`src/rtl/pwm_duty_ctrl.sv`:
```
// pwm_duty_ctrl: syncs+debounces inc/dec/load pads (inc_raw_i,dec_raw_i,load_raw_i,duty_raw_i) into saturating duty_o with upd_o change pulse and sat_o flag
module pwm_duty_ctrl #(
  parameter int DUTY_W     = 8,
  parameter int DEB_CYCLES = 1000,
  parameter int DEB_W      = 16,
  parameter int STEP       = 1,
  parameter int DUTY_RST   = 128
) (
  input  logic              wb_clk_i,
  input  logic              wb_rst_i,
  input  logic              inc_raw_i,
  input  logic              dec_raw_i,
  input  logic              load_raw_i,
  input  logic [DUTY_W-1:0] duty_raw_i,
  output logic [DUTY_W-1:0] duty_o,
  output logic              upd_o,
  output logic              sat_o
);
  localparam int N = DUTY_W + 3;
  localparam logic [DEB_W-1:0] DEB_MAX = DEB_W'(DEB_CYCLES - 1);
  localparam logic [DUTY_W:0] STEP_W = (DUTY_W + 1)'(STEP);
  localparam logic [DUTY_W:0] MAX_W = {1'b0, {DUTY_W{1'b1}}};
  logic [N-1:0] sync1, sync2;
  logic [2:0] deb, deb_q, evt;
  logic [DUTY_W:0] inc_sum;
  logic [DUTY_W-1:0] inc_val, dec_val, duty_nxt;
  always_ff @(posedge wb_clk_i or posedge wb_rst_i)
    if (wb_rst_i) begin
      sync1 <= '0;
      sync2 <= '0;
    end else begin
      sync1 <= {load_raw_i, dec_raw_i, inc_raw_i, duty_raw_i};
      sync2 <= sync1;
    end
  for (genvar i = 0; i < 3; i++) begin : g_deb
    logic [DEB_W-1:0] cnt;
    logic d;
    always_ff @(posedge wb_clk_i or posedge wb_rst_i)
      if (wb_rst_i) begin
        cnt <= '0;
        d   <= 1'b0;
      end else if (sync2[DUTY_W+i] == d) cnt <= '0;
      else if (cnt == DEB_MAX) begin
        cnt <= '0;
        d   <= ~d;
      end else cnt <= cnt + 1'b1;
    assign deb[i] = d;
  end
  assign evt     = deb & ~deb_q;
  assign inc_sum = {1'b0, duty_o} + STEP_W;
  assign inc_val = inc_sum > MAX_W ? MAX_W[DUTY_W-1:0] : inc_sum[DUTY_W-1:0];
  assign dec_val = {1'b0, duty_o} < STEP_W ? '0 : duty_o - STEP_W[DUTY_W-1:0];
  assign duty_nxt = evt[2]              ? sync2[DUTY_W-1:0] :
                    evt[0] && !evt[1]   ? inc_val :
                    evt[1] && !evt[0]   ? dec_val : duty_o;
  always_ff @(posedge wb_clk_i or posedge wb_rst_i)
    if (wb_rst_i) begin
      deb_q  <= '0;
      duty_o <= DUTY_W'(DUTY_RST);
      upd_o  <= 1'b0;
    end else begin
      deb_q  <= deb;
      duty_o <= duty_nxt;
      upd_o  <= duty_nxt != duty_o;
    end
  assign sat_o = duty_o == '0 || duty_o == '1;
endmodule

```
`config.mk`:
```
export PLATFORM = sky130hd
export DESIGN_NAME = pwm_duty_ctrl
export DESIGN_NICKNAME = d
export VERILOG_FILES = /design/src/rtl/pwm_duty_ctrl.sv
export SDC_FILE = /design/constraint.sdc
export NUM_CORES = 1
export LEC_CHECK = 0
export ABC_AREA = 1
export CAP_MARGIN = 5
export CORE_MARGIN = 1
export CORE_UTILIZATION = 45
export DETAILED_ROUTE_END_ITERATION = 6
export GPL_TIMING_DRIVEN = 0
export PLACE_DENSITY = 0.65
export SLEW_MARGIN = 15
export SYNTH_ARGS = -nofsm -noshare
export SYNTH_HDL_FRONTEND = slang
export SYNTH_SLANG_ARGS = --single-unit
```
`constraint.sdc`:
```
create_clock -name wb_clk_i -period 3.5 [get_ports wb_clk_i]
set_input_delay 1.05 -clock wb_clk_i [delete_from_list [all_inputs] [get_ports wb_clk_i]]
set_output_delay 1.05 -clock wb_clk_i [all_outputs]
set_load 0.02 [all_outputs]
```
Word-level counts from Yosys, hierarchy flattened
Cells that the tools add are included.

storage, ports and cells
  bits in registers = 85
  input bits = 13
  output and inout bits = 10

cells by class
  add/sub/neg operators = 5
  magnitude comparators = 2
  eq/ne operators = 8
  multiplexer cells = 11
  bitwise operators = 8
  reductions and logical operators = 9

operator list
  operator               count
  $mux 16                6
  $add 16x1->16 const B  3
  $eq 16x10->1 const B   3
  $mux 8                 5
  $add 8x1->9 const B    1
  $gt 9x8->1 const B     1
  $eq 8x8->1 const B     1
  $logic_not 8->1        1
  $lt 8x1->1 const B     1
  $ne 8x8->1             1
  $sub 8x1->8 const B    1
  $not 1->1              6
  $reduce_and 2->1       3
  $and 3x3->3            1
  $eq 1x1->1             3
  $not 3->3              1
  $logic_and 1x1->1      2
  $logic_not 1->1        2
  $logic_or 1x1->1       1

Logic depth before layout (Yosys ltp)
  depth in word-level cells = 8
  mapped depth = 15
  mapped depth without buffers = 14

Worst setup path after synthesis
OpenSTA, ideal clock, no wires.

  kind = flip-flop to output port
  start = register duty_o[1]
  end = output sat_o
  data arrival time = 1.277 ns
  setup slack = 1.173 ns
  cell stages (with the launch flop) = 6
  cells stage by stage = dfrtp_1 -> ha_1 -> nand2_1 -> nor2_8 -> nand2_4 -> nand2_1

on the way
  cells in the longest elaborated chain, start to end = 2

ends and longest elaborated chain
  item                                           RTL line  source
  from (decl)                                    15        output logic [DUTY_W-1:0] duty_o,
  from (signal assigned)                         59        duty_o <= DUTY_W'(DUTY_RST);
  from (signal assigned)                         63        duty_o <= duty_nxt;
  $eq 8x8->1 or $logic_not 8->1 (tied branches)  66        assign sat_o = duty_o == '0 || duty_o == '1;
  $logic_or 1x1->1 (*)                           66
  to (decl)                                      17        output logic sat_o

Mark *: on every way between the ends. The rest lies on a longest branch, timed or not.

Worst setup path after layout
  start = register duty_o[0]
  end = output sat_o

Same word-level chain as after synthesis.

==> impl_metrics.json <==
{
  "clock_latency_ns": 0.35,
  "fp.dieW_um": 99.0,
  "grt_use_total_pct": 17.6,
  "first_iter_violations": 128,
  "ant_nets": 0,
  "end_kind": "output port",
  "wl_per_cell_um": 12.2,
  "cts_tree": "yes",
  "yosysWarnings": 0,
  "cp-start-kind": "register",
  "drc": 2,
  "power_density_nw_per_um2": 359,
  "async_flop_share_pct": 100,
  "power_leakage_uw": 0.00224,
  "grt_max_degree": 50,
  "antenna_found_initial": 0,
  "pwr-share-comb_pct": 3.7,
  "die-area_sq_um": 9800,
  "fin_nets": 539,
  "synth_top_cell_area_share_pct": 49.6,
  "p_sw_share_pct": 22.3,
  "p_sw_uw": 384,
  "area_growth_pct": 13.6,
  "rsz0062_at_grt": "no",
  "arrival_ns": 2.14,
  "outcome": "complete, but fails checks",
  "dp_cells": 620,
  "grt_pass1_vias": 3013,
  "first_pass_iters": 6,
  "min-delay-path-class": "reg -> reg",
  "violations": "DRC",
  "p_int_uw": 1340,
  "min_period_ns": 3.19,
  "path_class": "reg -> out",
  "n_fill_cell": 848,
  "clk_pin_slew_ns": 0.08,
  "worst_pin_slew_ns": 0.469,
  "ys_top_cells_by_count": "nand2_1, dfrtp_1, inv_1",
  "cap_viol_max_count": 0,
  "peakVddDrop_v": 0.000279,
  "numPortBuffers": 22,
  "p_total_uw": 1730,
  "cts_resized": 0,
  "clock-sinks": 85,
  "io_pins": 23,
  "synthFlopType": "dfrtp_1",
  "cts_htree_levels": 3,
  "dp_hpwl_um": 5690,
  "synth_cells": 486,
  "clkPwrFrac_pct": 37.6,
  "cp_slowest_cell": "clkdlybuf4s50_1",
  "gp_congestion": 0.878,
  "yosys-top-cells-area": "dfrtp_1, nand2_1, inv_1",
  "fin_cells": 636,
  "drv_slew": 0,
  "grt_pass1_wl_um": 13600,
  "avgSynthCellArea_sq_um": 8.71,
  "worstPathMaxFanout": 7,
  "worstPathCellList": "ha_1 -> nand2_1 -> nor2_8 -> nand2_4 -> nand2_1 -> clkdlybuf4s50_1",
  "setup_viol": 0,
  "cts_hold_buf": 0,
  "row_count": 35,
  "via_per_inst": 5.04,
  "critPathMostFrequentCell": "nand2_1",
  "ys_seq_area_share_pct": 50.3,
  "clockBufferDepth": 2,
  "pwr-share-seq_pct": 58.6,
  "worst_slew_margin_rel_pct": 68.7,
  "ys_ff_latch": 85,
  "finalHoldViolCount": 0,
  "synthMostInstantiatedCell": "nand2_1",
  "holdPathStages": 0,
  "syn-cell-area_sq_um": 4240,
  "synth_edf_count": 0,
  "postCtsSetupRepairBufs": 0,
  "ys_types": 33,
  "reg2reg_depth": 13,
  "synth_largest_area_cell": "dfrtp_1",
  "grt.overflow.total": 0,
  "drive_above_1_share_pct": 14.5,
  "worstPathRequired_ns": 2.45,
  "slowest_delay_ns": 0.60,
  "clock.fmax_ghz": 0.313,
  "cts-root-buf": "clkbuf_8",
  "drt_wl_total_um": 7780,
  "syn_nets": 505,
  "start_util_pct": 46.1,
  "diodes": 0,
  "fp.coreArea_sq_um": 9200,
  "skew_ns": 0.00718,
  "cts_made_buffers": 9,
  "vias": 3203,
  "dieHeight_um": 99.0,
  "post-route-period-util_pct": 91.2
}
## per-stage QoR
stage               hold WS [ns]  utilization, %  setup TNS, ns  area (sq um)  worst slack [ns]
floorplan                  0.331               -              0          4240             0.258
global placement           0.332            50.0         -91.18          4590             -1.09
detailed placement         0.336            50.3              0          4620             0.669
CTS                        0.354            52.3              0          4810             0.265
global route               0.363            52.3              0          4810             0.181
finish                     0.352            52.3              0          4810             0.307
## kinds of logic after synthesis
kind of cell / count (synthesis) / share of synthesized area [%]
AOI/OAI and AO/OA: 47 / 6.12
xor gates and xnor gates: 13 / 2.69
adders and majority gates: 6 / 1.77
buffers and inverters: 73 / 6.91
DFF: 85 / 50.3
muxes: 3 / 0.798
and+or+nand+nor: 259 / 31.5
## worst paths after layout
kind                                      from             endpoint  slack (ns)
setup / recovery           duty_o[0]$_DFF_PP0_                sat_o        0.31
hold / removal              sync1[1]$_DFF_PP0_   sync2[1]$_DFF_PP0_        0.35
setup reg to reg           duty_o[0]$_DFF_PP0_      upd_o$_DFF_PP0_        1.43
hold reg to reg             sync1[1]$_DFF_PP0_   sync2[1]$_DFF_PP0_        0.35
max in group asynchronous             wb_rst_i  duty_o[7]$_DFF_PP1_        1.78
min in group asynchronous             wb_rst_i   sync1[0]$_DFF_PP0_        1.06
## power by group through the flow
stage	sequential, uW	combinational (uW)	clock (uW)
final	1010	64.5	650
after floorplan	1030	38.0	0
after detailed placement	1030	67.0	0
after CTS	1010	67.4	679
after global routing	1020	77.2	716
after global placement	1030	62.0	0
## cells in the final DEF, fill, tap and decap left out, types with 3 or more instances in the layout
master,count
clkdlybuf4s50_1,22
clkinv_2,3
nand2_1,97
nand4_2,3
xor2_1,12
nand3_1,37
ha_1,6
nor4_1,6
dfrtp_1,84
mux2_2,3
a21oi_1,24
o21ai_1,3
inv_2,6
nor2_1,46
nand3_2,6
o21ai_0,15
nor3_1,14
nand2_2,7
nor3_2,9
nand4_1,8
nor3b_1,9
clkbuf_8,12
inv_1,61
nor2_2,10
## layer usage
| metal | vias up | GRT usage (%) | wire length, um |
|---|---|---|---|
| met5 | - | 0 | 0 |
| met4 | 0 | 4.71 | 65 |
| met3 | 9 | 4.96 | 292 |
| met2 | 50 | 29.0 | 3760 |
| met1 | 1505 | 22.7 | 3660 |
| li1 | 1639 | - | - |
## critical path: cells and delay by family (launching register included)
family / cells / cell delay, ns
buffers and inverters: 1 / 0.60
flip-flops: 1 / 0.50
AND/OR/NAND/NOR: 4 / 0.47
adder cells (fa/ha/maj): 1 / 0.22
## flip-flops by register name, summed over array words and instances, names as in the netlist
| signal | cells |
|---|---|
| deb_q | 3 |
| sync2 | 11 |
| g_deb.d | 3 |
| sync1 | 11 |
| duty_o | 8 |
| g_deb.cnt | 48 |
| upd_o | 1 |
## final cells by class
type                            instances  area, sq um  area share (%)
Buffer                                  4         32.5           0.676
Clock inverter                          3         18.8           0.390
Sequential cell                        85         2130            44.2
Timing Repair Buffer                   23          248            5.15
Clock buffer                           13          169            3.51
Multi-Input combinational cell        328         1810            37.7
Tap cell                              111          139            2.89
Inverter                               69          263            5.46
Note: power is estimated with default switching activity, not from simulation.
